$ cat src/rtl/frame_sched_pkg.sv
`default_nettype none
// ============================================================================
// Module      : frame_sched_pkg
// Description : Shared constants for the HDMI frame path: scheduler state
//               encoding, frame size and 640x480@60 VGA timing values.
// Revision    : 1.0 - initial release
// ============================================================================
package frame_sched_pkg;

  // Scheduler state encoding (3-bit)
  localparam logic [2:0] ST_IDLE  = 3'd0;
  localparam logic [2:0] ST_ISSUE = 3'd1;
  localparam logic [2:0] ST_XFER  = 3'd2;
  localparam logic [2:0] ST_ARM   = 3'd3;
  localparam logic [2:0] ST_ERR   = 3'd4;

  typedef enum logic [2:0] {
    S_IDLE  = ST_IDLE,
    S_ISSUE = ST_ISSUE,
    S_XFER  = ST_XFER,
    S_ARM   = ST_ARM,
    S_ERR   = ST_ERR
  } sched_state_t;

  // 640x480 timing shared with the VGA timing generator
  localparam int H_ACTIVE = 640;
  localparam int H_FP     = 16;
  localparam int H_SYNC   = 96;
  localparam int H_BP     = 48;
  localparam int H_TOTAL  = H_ACTIVE + H_FP + H_SYNC + H_BP;  // 800
  localparam int V_ACTIVE = 480;
  localparam int V_FP     = 10;
  localparam int V_SYNC   = 2;
  localparam int V_BP     = 33;
  localparam int V_TOTAL  = V_ACTIVE + V_FP + V_SYNC + V_BP;  // 525

  // One full RGB888 frame in bytes
  localparam int FRAME_BYTES = H_ACTIVE * V_ACTIVE * 3;       // 921600

endpackage
`default_nettype wire

$ cat src/rtl/sat_counter.sv
`default_nettype none
// ============================================================================
// Module      : sat_counter
// Description : Event counter with synchronous clear; either wraps or sticks
//               at all-ones depending on sat_en.
// Revision    : 1.0 - initial release
// ============================================================================
module sat_counter #(
  parameter int W = 16
) (
  input  logic         clk,
  input  logic         rst_n,
  input  logic         inc,
  input  logic         clr,
  input  logic         sat_en,
  output logic [W-1:0] q
);

  // Clear beats a same-cycle increment; saturation only blocks the wrap.
  always_ff @(posedge clk or negedge rst_n) begin
    if (!rst_n) begin
      q <= '0;
    end else if (clr) begin
      q <= '0;
    end else if (inc && !(sat_en && (&q))) begin
      q <= q + 1'b1;
    end
  end

endmodule
`default_nettype wire

$ cat src/rtl/frame_dma_sched.sv
`default_nettype none
// ============================================================================
// Module      : frame_dma_sched
// Description : Per-frame MM2S DMA command scheduler for the HDMI output.
//               Primes one whole-frame fetch on enable, re-arms on each
//               frame_end, applies double-buffer swaps only at frame
//               boundaries and flags underruns / DMA errors.
// Revision    : 1.0 - initial release
// ============================================================================
module frame_dma_sched #(
  parameter int ADDR_W      = 32,
  parameter int LEN_W       = 23,
  parameter int FRAME_BYTES = frame_sched_pkg::FRAME_BYTES,
  parameter int CNT_W       = 16
) (
  input  logic              clk,
  input  logic              rst_n,
  input  logic              enable,
  input  logic [ADDR_W-1:0] buf0_addr,
  input  logic [ADDR_W-1:0] buf1_addr,
  input  logic              swap_req,
  input  logic              frame_end,
  output logic              cmd_valid,
  input  logic              cmd_ready,
  output logic [ADDR_W-1:0] cmd_addr,
  output logic [LEN_W-1:0]  cmd_len,
  input  logic              dma_done,
  input  logic              dma_err,
  output logic              front_sel,
  output logic              swap_pending,
  output logic              swap_done,
  output logic              vsync_irq,
  output logic              underrun,
  output logic              err,
  output logic [CNT_W-1:0]  frame_cnt,
  output logic [CNT_W-1:0]  underrun_cnt
);

  import frame_sched_pkg::*;

  sched_state_t r_state;
  sched_state_t w_state_nxt;
  logic         r_enable_d;
  logic         w_en_rise;
  logic         w_issue_load;   // register a new command this cycle
  logic         w_apply_swap;   // toggle front buffer at this boundary
  logic         w_front_nxt;
  logic         w_frame_inc;
  logic         w_underrun_ev;
  logic         w_err_ev;

  assign w_en_rise   = enable & ~r_enable_d;
  assign w_front_nxt = front_sel ^ w_apply_swap;

  // State register plus enable edge detector
  always_ff @(posedge clk or negedge rst_n) begin
    if (!rst_n) begin
      r_state    <= S_IDLE;
      r_enable_d <= 1'b0;
    end else begin
      r_state    <= w_state_nxt;
      r_enable_d <= enable;
    end
  end

  // Next-state decode and per-cycle event strobes
  always_comb begin
    w_state_nxt   = r_state;
    w_issue_load  = 1'b0;
    w_apply_swap  = 1'b0;
    w_frame_inc   = 1'b0;
    w_underrun_ev = 1'b0;
    w_err_ev      = 1'b0;
    cmd_valid     = 1'b0;
    vsync_irq     = 1'b0;
    swap_done     = 1'b0;
    case (r_state)
      S_IDLE: begin
        // Priming fetch: uses the current front buffer, no boundary needed
        if (enable) begin
          w_state_nxt  = S_ISSUE;
          w_issue_load = 1'b1;
        end
      end
      S_ISSUE: begin
        cmd_valid = 1'b1;
        if (frame_end) begin
          w_underrun_ev = 1'b1;
          vsync_irq     = 1'b1;
        end
        if (cmd_ready) w_state_nxt = S_XFER;
      end
      S_XFER: begin
        if (frame_end) begin
          w_underrun_ev = 1'b1;
          vsync_irq     = 1'b1;
        end
        if (dma_err) begin
          w_err_ev    = 1'b1;
          w_state_nxt = S_ERR;
        end else if (dma_done) begin
          w_frame_inc = 1'b1;
          w_state_nxt = enable ? S_ARM : S_IDLE;
        end
      end
      S_ARM: begin
        if (!enable) begin
          w_state_nxt = S_IDLE;
        end else if (frame_end) begin
          vsync_irq    = 1'b1;
          w_issue_load = 1'b1;
          w_state_nxt  = S_ISSUE;
          if (swap_pending || swap_req) begin
            w_apply_swap = 1'b1;
            swap_done    = 1'b1;
          end
        end
      end
      S_ERR: begin
        if (!enable) w_state_nxt = S_IDLE;
      end
      default: w_state_nxt = S_IDLE;
    endcase
  end

  // Front buffer, swap request latch and command registers
  always_ff @(posedge clk or negedge rst_n) begin
    if (!rst_n) begin
      front_sel    <= 1'b0;
      swap_pending <= 1'b0;
      cmd_addr     <= '0;
      cmd_len      <= '0;
    end else begin
      front_sel <= w_front_nxt;
      if (w_apply_swap)  swap_pending <= 1'b0;
      else if (swap_req) swap_pending <= 1'b1;
      if (w_issue_load) begin
        cmd_addr <= w_front_nxt ? buf1_addr : buf0_addr;
        cmd_len  <= LEN_W'(FRAME_BYTES);
      end
    end
  end

  // Sticky status flags, cleared when the scheduler is re-enabled
  always_ff @(posedge clk or negedge rst_n) begin
    if (!rst_n) begin
      underrun <= 1'b0;
      err      <= 1'b0;
    end else if (w_en_rise) begin
      underrun <= 1'b0;
      err      <= 1'b0;
    end else begin
      if (w_underrun_ev) underrun <= 1'b1;
      if (w_err_ev)      err      <= 1'b1;
    end
  end

  sat_counter #(.W(CNT_W)) u_frame_cnt (
    .clk    (clk),
    .rst_n  (rst_n),
    .inc    (w_frame_inc),
    .clr    (w_en_rise),
    .sat_en (1'b0),
    .q      (frame_cnt)
  );

  sat_counter #(.W(CNT_W)) u_underrun_cnt (
    .clk    (clk),
    .rst_n  (rst_n),
    .inc    (w_underrun_ev),
    .clr    (w_en_rise),
    .sat_en (1'b1),
    .q      (underrun_cnt)
  );

endmodule
`default_nettype wire

$ cat config.mk
export PLATFORM = sky130hd
export DESIGN_NAME = frame_dma_sched
export DESIGN_NICKNAME = d
export VERILOG_FILES = /design/src/rtl/frame_sched_pkg.sv /design/src/rtl/sat_counter.sv /design/src/rtl/frame_dma_sched.sv
export SDC_FILE = /design/constraint.sdc
export NUM_CORES = 1
export LEC_CHECK = 0
export ABC_AREA = 1
export CORE_MARGIN = 5
export CORE_UTILIZATION = 45
export DETAILED_ROUTE_END_ITERATION = 6
export DONT_BUFFER_PORTS = 1
export PLACE_DENSITY = 0.61
export REMOVE_ABC_BUFFERS = 1
export SETUP_SLACK_MARGIN = 0.5
export SLEW_MARGIN = 20
export SYNTH_ARGS = -nofsm -noshare
export SYNTH_HDL_FRONTEND = slang
export SYNTH_SLANG_ARGS = --single-unit
export TNS_END_PERCENT = 50
$ cat constraint.sdc
create_clock -name clk -period 3.7 [get_ports clk]
set_clock_uncertainty 0.15 [all_clocks]
set_input_delay 0.74 -clock clk [delete_from_list [all_inputs] [get_ports clk]]
set_output_delay 0.74 -clock clk [all_outputs]
set_load 0.1 [all_outputs]
==> impl_metrics.env, run 1 <==
export IMPL_status="finished, final reports clean"
export IMPL_r2r_slack_ps=1290
export IMPL_cts_buffer_depth=2
export IMPL_htree_levels=3
export IMPL_num_nets_final=676
export IMPL_placeable_area_sq_um=10200
export IMPL_finalSetupViolCount=0
export IMPL_maxSlewViolCount=0
export IMPL_instances_no_fill=742
export IMPL_period_needed_ps=2800
export IMPL_globalRouteOverflowTotal=0
export IMPL_max_cap_violations=0
export IMPL_timing_rr_start="u_underrun_cnt.q[2]"
export IMPL_setup_worst_path_start_class="register"
export IMPL_ff2ff_path_depth=8
export IMPL_m2_gr_usage_pct=28.8
export IMPL_postCtsHoldBufs=1
export IMPL_grt_util_met1_pct=21.3
export IMPL_final_min_period_over_clock_period_pct=75.7
export IMPL_floorplan_rows=37
export IMPL_cts_setup_buffers=0
export IMPL_clock_latency_on_the_worst_skew_pair_ps=350
export IMPL_worst_slack_ps=898
export IMPL_drt_wirelength_per_cell_microns=14.9
export IMPL_clock_root_buffer="clkbuf_8"
export IMPL_ys_top_cells_by_area="dfrtp_1 39%, nand2_1 14%, nand3b_1 11%"
export IMPL_timing_critical_path_slowest_stage_cell="dfrtp_1"
export IMPL_fillCellCount=1028
export IMPL_detailed_route_wl_microns=11000
export IMPL_clk_pin_slew_ps=80
export IMPL_timing_final_hold_violations=0
export IMPL_yosys_cell_count_top_type="nand2_1"
export IMPL_post_synthesis_instance_total=587
export IMPL_num_antenna_cells=0
export IMPL_grt_start_max_net_pins=74
export IMPL_drc=0
export IMPL_global_route_wire_length_before_repair_microns=17900
export IMPL_hpwlAfterDp_microns=8000
export IMPL_worst_slew_slack_as_a_fraction_of_its_limit_pct=25.0
export IMPL_tritoncts_num_sinks=73
export IMPL_drt_pre_antenna_iters=5
export IMPL_critical_path_max_stage_delay_ps=330
export IMPL_postPlaceCellArea_sq_um=4720
export IMPL_maxClockFrequency_ghz=0.357
export IMPL_worstSetupEndpoint="swap_done"
export IMPL_io_pin_count=166
export IMPL_groute_layer_met3_usage_pct=5.38
export IMPL_peakVddDrop_uv=542
export IMPL_worst_setup_path_startpoint="swap_pending"
export IMPL_post_synth_num_cell_types=33
export IMPL_cts_buffers_inserted=9
export IMPL_yosysWarnings=0
export IMPL_synthDominantCellAreaShare_pct=39.4
export IMPL_die_x_microns=111
export IMPL_synth_common_cells="178 x nand2_1, 73 x dfrtp_1, 67 x nand3b_1"
export IMPL_post_cts_resize_count=0
export IMPL_unrepaired_setup_endpoints_after_global_routing="no"
export IMPL_cts_tree="built"
export IMPL_multiInputGateArea_sq_um=2340
export IMPL_final_layout_size_suffix_gt1_share_pct=11.9
export IMPL_grt_antenna_before_repair=0
export IMPL_area_growth_syn_to_layout_pct=7.05
export IMPL_synth_enable_flop_cells=0
export IMPL_worst_hold_path_type="input pin to asynchronous set/reset pin"
export IMPL_static_leakage_power_nw=2.42
export IMPL_numPortBuffers=0
export IMPL_place_congestion=0.915
export IMPL_pre_cts_slack_ps=1190
export IMPL_setup_cp_type="register to output port"
export IMPL_p_per_area_nw_per_um2=902
export IMPL_post_place_cells=726
export IMPL_globalRouteTotalUtil_pct=17.4
export IMPL_syn_area_sq_um=4630
export IMPL_synth_largest_area_cell="dfrtp_1"
export IMPL_final_core_utilization_pct=48.7
export IMPL_asr_flop_ratio_synth_pct=100
export IMPL_cp_max_fo=3
export IMPL_endpoint_kind="output port"
export IMPL_ys_ff_latch=73
export IMPL_initial_core_util_pct=45.5
export IMPL_grt_pass1_vias=3659
export IMPL_per_instance_average_area_after_synthesis_sq_um=7.89
export IMPL_arrival_ps=1910
export IMPL_seq_area_frac_synth_pct=39.4
export IMPL_final_design_area_excluding_fillers_sq_um=4960
export IMPL_routed_via_density=5.16
export IMPL_timing_critical_path_required_ps=2810
export IMPL_grt_most_used_layer="met2"
export IMPL_detailroute_via_count=3830
export IMPL_timing_setup_tns_ps=0
export IMPL_detailedRoute_firstIterationViolations=172
export IMPL_max_slew_worst_pin_slew_ps=1120
export IMPL_antenna_left=0
export IMPL_dieHeight_microns=111
export IMPL_synth_main_ff_cell="dfrtp_1"
export IMPL_layout_area_seq_sq_um=1830
export IMPL_rr_endpoint="u_underrun_cnt.q[2]"
export IMPL_crit_path_cell_trace="buf_4, inv_1, a21oi_4, nand2_8, inv_1, buf_4"
export IMPL_design_die_area_sq_um=12400
## power by group
| part | internal [mW] | switching [mW] | total, mW |
|---|---|---|---|
| clock | 0.395 | 0.300 | 0.694 |
| combinational | 0.332 | 0.937 | 1.27 |
| sequential | 0.985 | 1.53 | 2.51 |
## per-layer routing
layer  routed length, microns  share of wire, %  up-vias
li1                         -                 -     1893
met1                     4620                42     1773
met2                     5340                48      146
met3                      882               8.0       18
met4                      188               1.7        0
met5                        0                 0        -
## sequential cells by signal, summed over array words and instances, names as in the netlist, 3 cells and up
signal	flops
r_state	3
u_underrun_cnt.q	16
u_frame_cnt.q	16
cmd_addr	32
## cell families (layout without fill, tap and decap cells)
group,count (synthesis),count (layout),share of synthesized area (%)
and+or+nand+nor,393,393,43.8
buffers and inverters,86,87,11.6
DFF,73,73,39.4
AOI/OAI and AO/OA,25,25,3.21
xor gates and xnor gates,7,7,1.32
adders and majority gates,2,2,0.540
other,1,19,0.0810
## worst min-delay path by stage
| stage | from | end | slack, ps | cells after the start |
|---|---|---|---|---|
| 2_1_floorplan | rst_n | cmd_addr[0] | 290 | 0 |
| 3_3_place_gp | rst_n | u_frame_cnt.q[11] | 300 | 0 |
| 3_5_place_dp | rst_n | u_frame_cnt.q[11] | 300 | 0 |
| 4_1_cts | rst_n | u_frame_cnt.q[11] | 130 | 1 |
| 5_1_grt | rst_n | u_frame_cnt.q[11] | 110 | 1 |
| 6_report | rst_n | u_frame_cnt.q[10] | 90 | 1 |
## final cells by class
cell class | instances | area share, %
multi-input cells | 446 | 47.1
flip-flops and latches | 73 | 36.9
clock buffers | 12 | 2.93
well taps | 136 | 3.43
repair buffers | 32 | 5.25
clock inverters | 3 | 1.31
inverters | 40 | 3.03
## cell usage in the layout, fill, tap and decap left out, types with 4 or more instances in the layout
cell and n:
nand2_2 4, nand3b_1 67, nand2_1 178, nor2_4 4
buf_4 31, dfrtp_1 72, o21ai_0 8, nand4_1 17
a21oi_1 11, inv_1 36, inv_2 4, xor2_1 6
clkbuf_8 10, conb_1 19, nand3_1 59, nor2_1 46
## worst max-delay path, delay by kind of cell, from the launching register on
kind | cells | cell delay [ps]
flip-flops | 1 | 330
AO/OA/AOI/OAI | 1 | 290
buffers and inverters | 4 | 820
AND/OR/NAND/NOR | 1 | 120
## per-stage QoR
step           total power, mW  hold slack (ps)
5_1_grt                   4.70              110
3_5_place_dp              3.80              297
2_1_floorplan             3.50              294
3_3_place_gp              3.76              297
4_1_cts                   4.51              129
6_report                  4.47             89.2
Note: power is estimated with default switching activity, not from simulation.
==> inputs of run 2 (changes only) <==
- clock period: 3.7 -> 2.65 ns (I/O delays scaled with it)
==> run 2 against run 1 <==
Compared with the run above:
- the run now ends with hold timing left
- largest cell class unchanged
- utilization is 3.2 points higher
- highest routed layer unchanged
- critical path depth down 6
- cell count up 5.9%
- critical path type unchanged
- clock power increased by 10%
- via count grew 5.2%
- cell area rose by 6.5%
- die area did not move
- wire length grew 5.3%
- sequential cell count is the same
- count of clock-buffer cells in the layout did not move
==> impl_metrics.env, run 2 (synthesis results as in run 1) <==
export IMPL_cts_buffers_inserted=9
export IMPL_io_pin_count=166
export IMPL_arrival_ps=1550
export IMPL_worst_hold_path_type="input pin to asynchronous set/reset pin"
export IMPL_max_cap_violations=0
export IMPL_clk_pin_slew_ps=80
export IMPL_globalRouteTotalUtil_pct=18.4
export IMPL_setup_cp_type="register to output port"
export IMPL_final_layout_size_suffix_gt1_share_pct=18.9
export IMPL_drc=0
export IMPL_worst_slew_slack_as_a_fraction_of_its_limit_pct=25.3
export IMPL_numPortBuffers=0
export IMPL_num_nets_final=722
export IMPL_detailroute_via_count=4030
export IMPL_period_needed_ps=2230
export IMPL_hpwlAfterDp_microns=8470
export IMPL_finalSetupViolCount=0
export IMPL_top_regs="cmd_addr (32), u_frame_cnt.q (16), u_underrun_cnt.q (16)"
export IMPL_unrepaired_setup_endpoints_after_global_routing="yes"
export IMPL_globalRouteOverflowTotal=0
export IMPL_failed_checks="hold timing"
export IMPL_grt_antenna_before_repair=0
export IMPL_drt_wirelength_per_cell_microns=14.8
export IMPL_floorplan_rows=37
export IMPL_p_per_area_nw_per_um2=1240
export IMPL_fillCellCount=988
export IMPL_setup_worst_path_start_class="register"
export IMPL_peakVddDrop_uv=891
export IMPL_max_slew_worst_pin_slew_ps=1120
export IMPL_cts_buffer_depth=2
export IMPL_final_min_period_over_clock_period_pct=84.0
export IMPL_layout_common_cells="175 x nand2_1, 76 x buf_4, 71 x dfrtp_1"
export IMPL_grt_start_max_net_pins=74
export IMPL_postPlaceCellArea_sq_um=5050
export IMPL_grt_pass1_vias=3920
export IMPL_status="finished, violations left"
export IMPL_initial_core_util_pct=45.5
export IMPL_static_leakage_power_nw=2.62
export IMPL_pre_cts_slack_ps=565
export IMPL_dieHeight_microns=111
export IMPL_timing_hold_ws_ps=-277
export IMPL_endpoint_kind="output port"
export IMPL_clock_latency_on_the_worst_skew_pair_ps=340
export IMPL_timing_final_hold_violations=73
export IMPL_area_growth_syn_to_layout_pct=14.0
export IMPL_cts_tree="built"
export IMPL_commonest_non_fill_non_tap_cell_in_the_layout="nand2_1"
export IMPL_detailed_route_wl_microns=11600
export IMPL_placeable_area_sq_um=10200
export IMPL_timing_critical_path_required_ps=1970
export IMPL_detailedRoute_firstIterationViolations=216
export IMPL_instances_no_fill=786
export IMPL_largest_reg_flops=32
export IMPL_final_design_area_excluding_fillers_sq_um=5280
export IMPL_maxSlewViolCount=0
export IMPL_register_with_the_most_flip_flops="cmd_addr"
export IMPL_clock_root_buffer="clkbuf_8"
export IMPL_post_place_cells=768
export IMPL_maxClockFrequency_ghz=0.449
export IMPL_worst_slack_ps=424
export IMPL_design_die_area_sq_um=12400
export IMPL_htree_levels=3
export IMPL_global_route_wire_length_before_repair_microns=19000
export IMPL_post_layout_power_mw=6.54
export IMPL_drt_pre_antenna_iters=5
export IMPL_tritoncts_num_sinks=73
export IMPL_place_congestion=0.871
export IMPL_die_x_microns=111
export IMPL_cp_max_fo=5
export IMPL_antenna_left=0
export IMPL_routed_via_density=5.13
export IMPL_num_antenna_cells=0
run 2: final timing paths:
kind                              startpoint                 to  slack, ps  cells after the start
worst max-delay path             cmd_len[12]        cmd_len[12]        420                      0
worst min-delay path                   rst_n  u_frame_cnt.q[13]       -280                      0
worst max register to register    r_state[2]       cmd_addr[25]        600                      8
worst min register to register  cmd_addr[11]       cmd_addr[11]        340                      2
max in group asynchronous              rst_n         r_state[1]       2470                      0
min in group clk                      enable         r_enable_d         70                      0
run 2: per-stage QoR:
| stage | hold WS [ps] | TNS, ps | utilization [%] |
|---|---|---|---|
| after floorplan | 84.4 | -3640 | - |
| after global placement | 87.1 | 0 | 49.6 |
| after detailed placement | 87.0 | 0 | 49.6 |
| after CTS | -297 | 0 | 51.6 |
| after global routing | -298 | 0 | 51.8 |
| final | -277 | 0 | 51.8 |
run 2: what timing repair did:
| action | in CTS | in global routing |
|---|---|---|
| buffers inserted | 3 | 2 |
| gates cloned | 0 | 0 |
| endpoints found under the hold margin | 73 | 73 |
| endpoints found under the setup margin | 6 | 8 |
| gates resized for setup | 9 | 3 |
| pin swaps | 1 | 0 |
run 2: layout make-up:
cell class | instances | area (sq um) | area share [%]
Timing Repair Buffer | 78 | 611 | 11.6
Clock inverter | 1 | 5.00 | 0.0948
Clock buffer | 12 | 155 | 2.94
Multi-Input combinational cell | 446 | 2350 | 44.5
Inverter | 40 | 155 | 2.94
Sequential cell | 73 | 1830 | 34.7
Tap cell | 136 | 170 | 3.22
run 2: per-layer routing:
| metal | GRT usage (%) | wire length, microns | share of wire, % |
|---|---|---|---|
| met5 | 0 | 0 | 0 |
| met4 | 6.41 | 178 | 1.5 |
| met1 | 23.5 | 5040 | 43 |
| met3 | 3.91 | 719 | 6.2 |
| met2 | 31.0 | 5690 | 49 |
run 2: report_power, final:
part | switching [mW] | internal [mW] | total, mW
logic | 3.40 | 0.834 | 4.23
registers | 0.123 | 1.42 | 1.54
clock network | 0.391 | 0.375 | 0.766
